File: src/rtl/data_cache.sv
// data_cache: direct-mapped, write-through, no-write-allocate L1 data cache.
// Accepts one load/store at a time from the LSQ. Load hits are answered the
// cycle after acceptance; load misses refill a 4-byte line with two halfword
// reads from dataMemory; halfword loads that straddle a line go uncached;
// every store is forwarded to dataMemory. Byte order is big-endian
// (line byte 0 sits in line[31:24]).
//
// Ports:
//   clk, rstn                 clock, synchronous active-low reset
//   req_valid/req_ready       LSQ handshake (ready only while idle)
//   req_write, req_size       1=store/0=load, 1=byte/0=halfword
//   req_addr/wdata/pc         request address, store data, instruction PC
//   resp_valid/data/pc        one-cycle completion pulse with load data
//   mem_*                     dataMemory port (read/write strobes, address,
//                             store data/size, PC), mem_rdata returns read data
//                             the cycle after mem_read
//   hit_count, miss_count     saturating load hit / miss statistics
module data_cache #(
    parameter int INDEX_BITS = 4,
    parameter int CNT_W      = 16
) (
    input  logic             clk,
    input  logic             rstn,
    input  logic             req_valid,
    output logic             req_ready,
    input  logic             req_write,
    input  logic             req_size,
    input  logic [31:0]      req_addr,
    input  logic [31:0]      req_wdata,
    input  logic [31:0]      req_pc,
    output logic             resp_valid,
    output logic [31:0]      resp_data,
    output logic [31:0]      resp_pc,
    output logic             mem_read,
    output logic             mem_write,
    output logic             mem_store_size,
    output logic             mem_cache_miss,
    output logic             mem_from_lsq,
    output logic [31:0]      mem_addr,
    output logic [31:0]      mem_wdata,
    output logic [31:0]      mem_pc,
    input  logic [31:0]      mem_rdata,
    output logic [CNT_W-1:0] hit_count,
    output logic [CNT_W-1:0] miss_count
);

    localparam int LINES = 1 << INDEX_BITS;
    localparam int TAG_W = 30 - INDEX_BITS;

    typedef enum logic [2:0] {IDLE, MISS0, MISS1, FILL, UNC0, UNC1, STORE} state_t;

    state_t state, state_nxt;

    logic [LINES-1:0] valid;
    logic [TAG_W-1:0] tags  [LINES];
    logic [31:0]      lines [LINES];

    logic [31:0] lat_addr;
    logic [31:0] lat_wdata;
    logic [31:0] lat_pc;
    logic        lat_size;
    logic [15:0] cap_hi;

    logic [1:0]            req_off;
    logic [INDEX_BITS-1:0] req_idx;
    logic [TAG_W-1:0]      req_tag;
    logic                  req_hit;
    logic                  req_unc;
    logic                  accept;
    logic [INDEX_BITS-1:0] lat_idx;
    logic [TAG_W-1:0]      lat_tag;
    logic [31:0]           fill_line;
    logic                  unused_rdata;

    assign req_off   = req_addr[1:0];
    assign req_idx   = req_addr[INDEX_BITS+1:2];
    assign req_tag   = req_addr[31:INDEX_BITS+2];
    assign req_hit   = valid[req_idx] && (tags[req_idx] == req_tag);
    // A halfword at offset 3 spans two lines, so it bypasses the cache.
    assign req_unc   = !req_size && (req_off == 2'd3);
    assign accept    = req_valid && (state == IDLE);
    assign lat_idx   = lat_addr[INDEX_BITS+1:2];
    assign lat_tag   = lat_addr[31:INDEX_BITS+2];
    assign fill_line = {cap_hi, mem_rdata[15:0]};
    assign unused_rdata = ^mem_rdata[31:16];

    function automatic logic [31:0] extract(input logic [31:0] line,
                                            input logic [1:0]  off,
                                            input logic        size);
        logic [1:0] off1;
        logic [7:0] b0;
        logic [7:0] b1;
        off1 = off + 2'd1;
        b0 = line[8*(3-int'(off)) +: 8];
        b1 = line[8*(3-int'(off1)) +: 8];
        return size ? {24'h0, b0} : {16'h0, b0, b1};
    endfunction

    // Store-hit update; a halfword at offset 3 only touches the byte that lives
    // in this line.
    function automatic logic [31:0] merge(input logic [31:0] line,
                                          input logic [1:0]  off,
                                          input logic        size,
                                          input logic [31:0] wdata);
        logic [31:0] r;
        logic [1:0]  off1;
        r    = line;
        off1 = off + 2'd1;
        if (size) begin
            r[8*(3-int'(off)) +: 8] = wdata[7:0];
        end else begin
            r[8*(3-int'(off)) +: 8] = wdata[15:8];
            if (off != 2'd3) r[8*(3-int'(off1)) +: 8] = wdata[7:0];
        end
        return r;
    endfunction

    always_ff @(posedge clk) begin
        if (!rstn) begin
            state      <= IDLE;
            valid      <= '0;
            resp_valid <= 1'b0;
            resp_data  <= '0;
            resp_pc    <= '0;
            hit_count  <= '0;
            miss_count <= '0;
        end else begin
            state      <= state_nxt;
            resp_valid <= 1'b0;
            case (state)
                IDLE: begin
                    if (accept) begin
                        lat_addr  <= req_addr;
                        lat_wdata <= req_wdata;
                        lat_pc    <= req_pc;
                        lat_size  <= req_size;
                        if (req_write) begin
                            if (req_hit)
                                lines[req_idx] <= merge(lines[req_idx], req_off, req_size, req_wdata);
                        end else if (!req_unc && req_hit) begin
                            resp_valid <= 1'b1;
                            resp_data  <= extract(lines[req_idx], req_off, req_size);
                            resp_pc    <= req_pc;
                            if (hit_count != '1) hit_count <= hit_count + 1'b1;
                        end else begin
                            if (miss_count != '1) miss_count <= miss_count + 1'b1;
                        end
                    end
                end
                MISS1: cap_hi <= mem_rdata[15:0];
                FILL: begin
                    lines[lat_idx] <= fill_line;
                    tags[lat_idx]  <= lat_tag;
                    valid[lat_idx] <= 1'b1;
                    resp_valid     <= 1'b1;
                    resp_data      <= extract(fill_line, lat_addr[1:0], lat_size);
                    resp_pc        <= lat_pc;
                end
                UNC1: begin
                    resp_valid <= 1'b1;
                    resp_data  <= {16'h0, mem_rdata[15:0]};
                    resp_pc    <= lat_pc;
                end
                STORE: begin
                    resp_valid <= 1'b1;
                    resp_data  <= '0;
                    resp_pc    <= lat_pc;
                end
                default: ;
            endcase
        end
    end

    always_comb begin
        state_nxt      = state;
        req_ready      = (state == IDLE);
        mem_read       = 1'b0;
        mem_write      = 1'b0;
        mem_store_size = 1'b0;
        mem_addr       = '0;
        mem_wdata      = '0;
        case (state)
            IDLE: begin
                if (accept) begin
                    if (req_write)    state_nxt = STORE;
                    else if (req_unc) state_nxt = UNC0;
                    else if (req_hit) state_nxt = IDLE;
                    else              state_nxt = MISS0;
                end
            end
            MISS0: begin
                mem_read  = 1'b1;
                mem_addr  = {lat_addr[31:2], 2'b00};
                state_nxt = MISS1;
            end
            MISS1: begin
                mem_read  = 1'b1;
                mem_addr  = {lat_addr[31:2], 2'b10};
                state_nxt = FILL;
            end
            FILL:  state_nxt = IDLE;
            UNC0: begin
                mem_read  = 1'b1;
                mem_addr  = lat_addr;
                state_nxt = UNC1;
            end
            UNC1:  state_nxt = IDLE;
            STORE: begin
                mem_write      = 1'b1;
                mem_store_size = lat_size;
                mem_wdata      = lat_wdata;
                mem_addr       = lat_addr;
                state_nxt      = IDLE;
            end
            default: state_nxt = IDLE;
        endcase
        mem_cache_miss = mem_read || mem_write;
        mem_from_lsq   = 1'b0;
        mem_pc         = (mem_read || mem_write) ? lat_pc : 32'h0;
    end

endmodule

File: config.mk
export PLATFORM = sky130hd
export DESIGN_NAME = data_cache
export DESIGN_NICKNAME = d
export VERILOG_FILES = /design/src/rtl/data_cache.sv
export SDC_FILE = /design/constraint.sdc
export NUM_CORES = 1
export LEC_CHECK = 0
export BUFFER_PORTS_ARGS = -buffer_cell sky130_fd_sc_hd__buf_2
export CAP_MARGIN = 20
export CORE_MARGIN = 2
export CORE_UTILIZATION = 41
export DETAILED_ROUTE_END_ITERATION = 16
export PLACE_DENSITY = 0.62
export SLEW_MARGIN = 20
export SYNTH_ARGS = -nofsm -noshare
export SYNTH_HDL_FRONTEND = slang
export SYNTH_SLANG_ARGS = --single-unit
File: constraint.sdc
create_clock -name clk -period 9.01 [get_ports clk]
set_clock_uncertainty 0.15 [all_clocks]
set_input_delay 0.4505 -clock clk [delete_from_list [all_inputs] [get_ports clk]]
set_output_delay 0.4505 -clock clk [all_outputs]
set_load 0.02 [all_outputs]
==> results.md <==
- The flow ran to the end, and the final reports show no timing, DRC or antenna violations.
- The number of failing hold endpoints at the final stage came to 0.
- The XOR/XNOR share of the synthesized area is 0.00439.
- The number of detailed-route iterations in the first pass is 6.
- In this run the critical register-to-register path is launched from tags[1][21]$_DFFE_PP_.
- Summing over every cut layer, the via total after detailed routing is 28248.
- The area occupied by registers is ~33000 um2.
- The power per cell area is between 200 and 250 nW/um2.
- The largest fanout of any net on the critical path is between 60 and 70.
- Tracing the worst setup path back leads to its startpoint at req_addr[2].
- The busiest layer in global routing is met2.
- The worst setup slack for register-to-register paths is about 4 ns.
- In the post-synthesis netlist, the biggest area contributors are sky130_fd_sc_hd__edfxtp_1, sky130_fd_sc_hd__mux4_2, sky130_fd_sc_hd__dfxtp_1.
- In this run the vertical extent of the chip is ~350 um.
- The x dimension of the die is ~350 um.
- The final-report max-slew violation count is 0.
- Data on the critical path is required at its endpoint by around 9.2 ns.
- For this run, the post-layout net count is between 3000 and 4000.
- 332 I/O pins were placed.
- During placement, the flow inserted port buffers numbering 298.
- The initial antenna violation count is 3.
- Based on the critical path, the design can be clocked at up to around 0.18 GHz.
- The synthesized design contains between 1000 and 1500 register bits.
- For the pin with the worst max-slew slack, the measured transition is roughly 1.2 ns.
- Of the cells placed in the final design, the portion with a size suffix greater than 1 is 0.253.
- Once placement finished, the instance area stood at between 50000 and 60000 um2.
- The first global-routing pass estimated approximately 190000 um of wire.
- Counting cells, the worst reg-to-reg path comes to 10.
- The via density per instance is 5.81.
- The die covers between 100000 and 150000 um2.
- The critical path ends at lines[12][6]$_DFFE_PP_.
- The time the final worst path needs with I/O delays and setup is 5.59 ns.
- CTS saw approximately 1100 sinks.
- The worst pin sits at a relative slew slack of 0.220.
- After synthesis, the mean cell area works out to between 15 and 20 um2.
- Dividing the detail-routed wire length by the instance count gives roughly 26 um.
- Counting along the longest clock path gives a buffer depth of 3.
- For this run, global-route usage on met2 was measured as 0.337.
- The basic-gate share of the synthesized area counting and, or, nand and nor cells is 0.0645.
- The classification of the worst setup path is primary input to register.
- Once detail routing completed, the nets flagged for antenna violations numbered 0.
- The clock-pin slew on the worst setup and hold paths is roughly 0.06 ns.
- For this run, asynchronously set or reset flops after synthesis account for 0.
- The maximum vdd drop is around 0.18 mV.
- sky130_fd_sc_hd__edfxtp_1 takes more of the synthesized area than any other cell.
- The top cell types in the final layout, fill and taps aside, are sky130_fd_sc_hd__edfxtp_1, sky130_fd_sc_hd__buf_2, sky130_fd_sc_hd__mux4_2.
- Counting flops with a built-in enable in the synthesized netlist gives approximately 1000.
- The adder-cell share of the synthesized area is 0.00251.
- The H-tree was split into 3 levels.
- The worst path arrival time is between 5 and 6 ns.
- By area, the combinational part of the netlist is dominated by multiplexers.
- The DRC violation total after the first TritonRoute iteration is 3092.
- The clock latency of the later-clocked register in the worst-skew pair is 0.71 ns.
- The number of rows in the core area is 125.
- The pin count of the biggest net entering global routing is between 100 and 150.
- The post-DP HPWL is 73400 um.
- The final cell area excluding filler cells is about 56000 um2.
- The final count of negative-setup-slack endpoints is 0.
- The library cell used most frequently in the layout, excluding fill and tap cells, is sky130_fd_sc_hd__edfxtp_1.
- The total standard cell area after synthesis is around 48000 um2.
- The area occupied by multi-input gates is 13900 um2.
- In the global route stage, met1 resource usage came out at 0.290.
- The area inside the core boundary is around 120000 um2.
- The class of the tightest hold or removal check is primary input to register.
- Max-cap violations in this run came to 0.
- The total global routing overflow is 0.
- The via count of the first global-routing pass was between 20000 and 30000.
- The portion of the clock cycle consumed by the worst path in the final layout is 0.621.
- STA classifies the critical path startpoint as a primary input.
- The post-synthesis compound-gate area fraction was 0.0636.
- From synthesis to final layout, the design area changed by 17.5%.
- Summed over all failing endpoints, the final setup total negative slack is 0 ns.
- The clock tree root driver cell is sky130_fd_sc_hd__clkbuf_16.
- The proportion of netlist area held by the largest area contributor is 0.653.
- After synthesis, the netlist uses 71 different library cells.
- The worst setup path is captured at a register.
- OpenSTA, run right after detailed placement, puts the worst setup slack at ~2.6 ns.
- For this run, the leading register cell type out of synthesis is sky130_fd_sc_hd__edfxtp_1.
- Yosys printed 0 warnings.
- The starting density of the core is 0.413.
- The number of inserted filler cells in the final layout is approximately 9700.
- The number of buffers inserted during clock tree synthesis is 114.
- The all-layer global routing usage is 0.208.
- The endpoint identified for the worst register-to-register timing path is lines[12][6]$_DFFE_PP_.
- Setup slack closes at roughly 3.4 ns.
- The congestion estimate from routability-driven global placement came to roughly 0.90.
- At the end of the flow the core is filled with cells to 0.485.
- For met3 alone, demand over resource in global routing was 0.0363.
- The sequential fraction of the synthesis area is 0.695.
- Setup repair after global routing left no endpoint under its margin.
- Of the post-synthesis cell area, the part taken by muxes is 0.148.
- The gate count of the mapped netlist is around 2800.
- TritonCTS built the clock tree.
- In this run the static leakage power is between 15 and 20 nW.
- The final routed wirelength across all metal layers is roughly 130000 um.
- In the routed design, unresolved DRC markers number 0.
## stage by stage
step / hold slack, ns / std cells / power, W
global route: 0.0711 / 4862 / 0.0131
detailed placement: 0.289 / 4541 / 0.00787
global placement: 0.278 / 4541 / 0.00785
CTS: 0.0217 / 4861 / 0.0128
finish: 0.0388 / 4864 / 0.0127
floorplan: 0.271 / 2849 / 0.00727
## critical path, cell delays in order
cell	delay [ns]
sky130_fd_sc_hd__buf_8	0.55
sky130_fd_sc_hd__buf_4	0.67
sky130_fd_sc_hd__mux4_1	0.65
sky130_fd_sc_hd__mux4_2	0.49
sky130_fd_sc_hd__xor2_1	0.20
sky130_fd_sc_hd__nor4b_1	0.46
sky130_fd_sc_hd__nand4b_1	0.49
sky130_fd_sc_hd__o21ai_0	0.45
sky130_fd_sc_hd__nor2b_4	0.91
sky130_fd_sc_hd__buf_4	0.42
## cell usage after synthesis (6+ instances only)
cell type                  count
sky130_fd_sc_hd__buf_4        27
sky130_fd_sc_hd__mux2_2       26
sky130_fd_sc_hd__ha_1          8
sky130_fd_sc_hd__a221oi_1      9
sky130_fd_sc_hd__nand3_1      28
sky130_fd_sc_hd__nor3b_1      33
sky130_fd_sc_hd__a32oi_1      10
sky130_fd_sc_hd__or3_1        27
sky130_fd_sc_hd__a21oi_1      86
sky130_fd_sc_hd__mux2i_1     171
sky130_fd_sc_hd__o311a_1       9
sky130_fd_sc_hd__o21ai_0      80
sky130_fd_sc_hd__nor4_1       12
sky130_fd_sc_hd__a211o_1       9
sky130_fd_sc_hd__o221ai_1     31
sky130_fd_sc_hd__nand2b_1     45
sky130_fd_sc_hd__nor2_1       70
sky130_fd_sc_hd__buf_1        28
sky130_fd_sc_hd__a21o_1       18
sky130_fd_sc_hd__clkbuf_1    119
sky130_fd_sc_hd__xnor2_1      11
sky130_fd_sc_hd__a22o_1       36
sky130_fd_sc_hd__edfxtp_1   1041
sky130_fd_sc_hd__nor2b_1      12
sky130_fd_sc_hd__o22ai_1      43
sky130_fd_sc_hd__nand2_1     124
sky130_fd_sc_hd__mux4_1        6
sky130_fd_sc_hd__inv_1        16
sky130_fd_sc_hd__xor2_1       13
sky130_fd_sc_hd__and3_1       24
sky130_fd_sc_hd__and2_1      103
sky130_fd_sc_hd__mux4_2      219
sky130_fd_sc_hd__buf_2        15
sky130_fd_sc_hd__a22oi_1      60
sky130_fd_sc_hd__nor3_1       53
sky130_fd_sc_hd__dfxtp_1     100
sky130_fd_sc_hd__buf_6         7
sky130_fd_sc_hd__o31ai_1       9
sky130_fd_sc_hd__a211oi_1      7
sky130_fd_sc_hd__nand4_1      10
## power by group
group          switching, W  total (W)  internal, W
logic               0.00109    0.00168     0.000592
registers          0.000111    0.00612      0.00601
clock network       0.00204    0.00490      0.00286
total               0.00324     0.0127      0.00946
## what timing repair did
item,CTS,global route
gates resized for setup,0,0
buffers inserted,0,0
hold buffers,106,0
endpoints found under the hold margin,121,0
## worst min path at each step
| stage | slack [ns] | end | cells after the start | from |
|---|---|---|---|---|
| final | 0.04 | state[1]$_SDFFE_PN0P_ | 3 | req_write |
| after global routing | 0.07 | lat_addr[1]$_DFFE_PP_ | 1 | req_addr[1] |
| after CTS | 0.02 | state[1]$_SDFFE_PN0P_ | 3 | req_write |
| after detailed placement | 0.29 | valid[1]$_SDFFE_PN0N_ | 1 | valid[1]$_SDFFE_PN0N_ |
| after global placement | 0.28 | valid[7]$_SDFFE_PN0N_ | 1 | valid[7]$_SDFFE_PN0N_ |
| after floorplan | 0.27 | valid[10]$_SDFFE_PN0N_ | 1 | valid[10]$_SDFFE_PN0N_ |
## area by class of cell
| cell class | instances | share of cell area |
|---|---|---|
| sequential | 1141 | 0.592 |
| multi-input combinational | 1485 | 0.248 |
| timing repair buffer | 477 | 0.0560 |
| clock buffer | 135 | 0.0536 |
| tap | 1524 | 0.0339 |
| clock inverter | 79 | 0.0159 |
| inverter | 20 | 0.00138 |
| antenna | 3 | 0.000134 |
## layer usage
layer	up-vias	routed length (um)	part of all wire
li1	12248	-	-
met1	14581	53400	0.42
met5	-	0	0
met3	181	9570	0.076
met4	0	2870	0.023
met2	1238	60500	0.48
## cells by family after synthesis
| kind of cell | after synthesis |
|---|---|
| AOI/OAI and AO/OA | 444 |
| xor gates and xnor gates | 24 |
| adders and majority gates | 9 |
| buffers and inverters | 223 |
| DFF | 1141 |
| muxes | 422 |
| other | 1 |
| and+or+nand+nor | 569 |
## registers in the layout (all words and copies together), names as in the netlist, 3 cells and up
| signal | count |
|---|---|
| state | 3 |
| valid | 16 |
| lat_wdata | 32 |
| hit_count | 16 |
| lat_pc | 32 |
| tags | 416 |
| miss_count | 16 |
| resp_pc | 32 |
| cap_hi | 16 |
| resp_data | 16 |
| lines | 512 |
| lat_addr | 32 |
(Power assumes the default switching activity.)
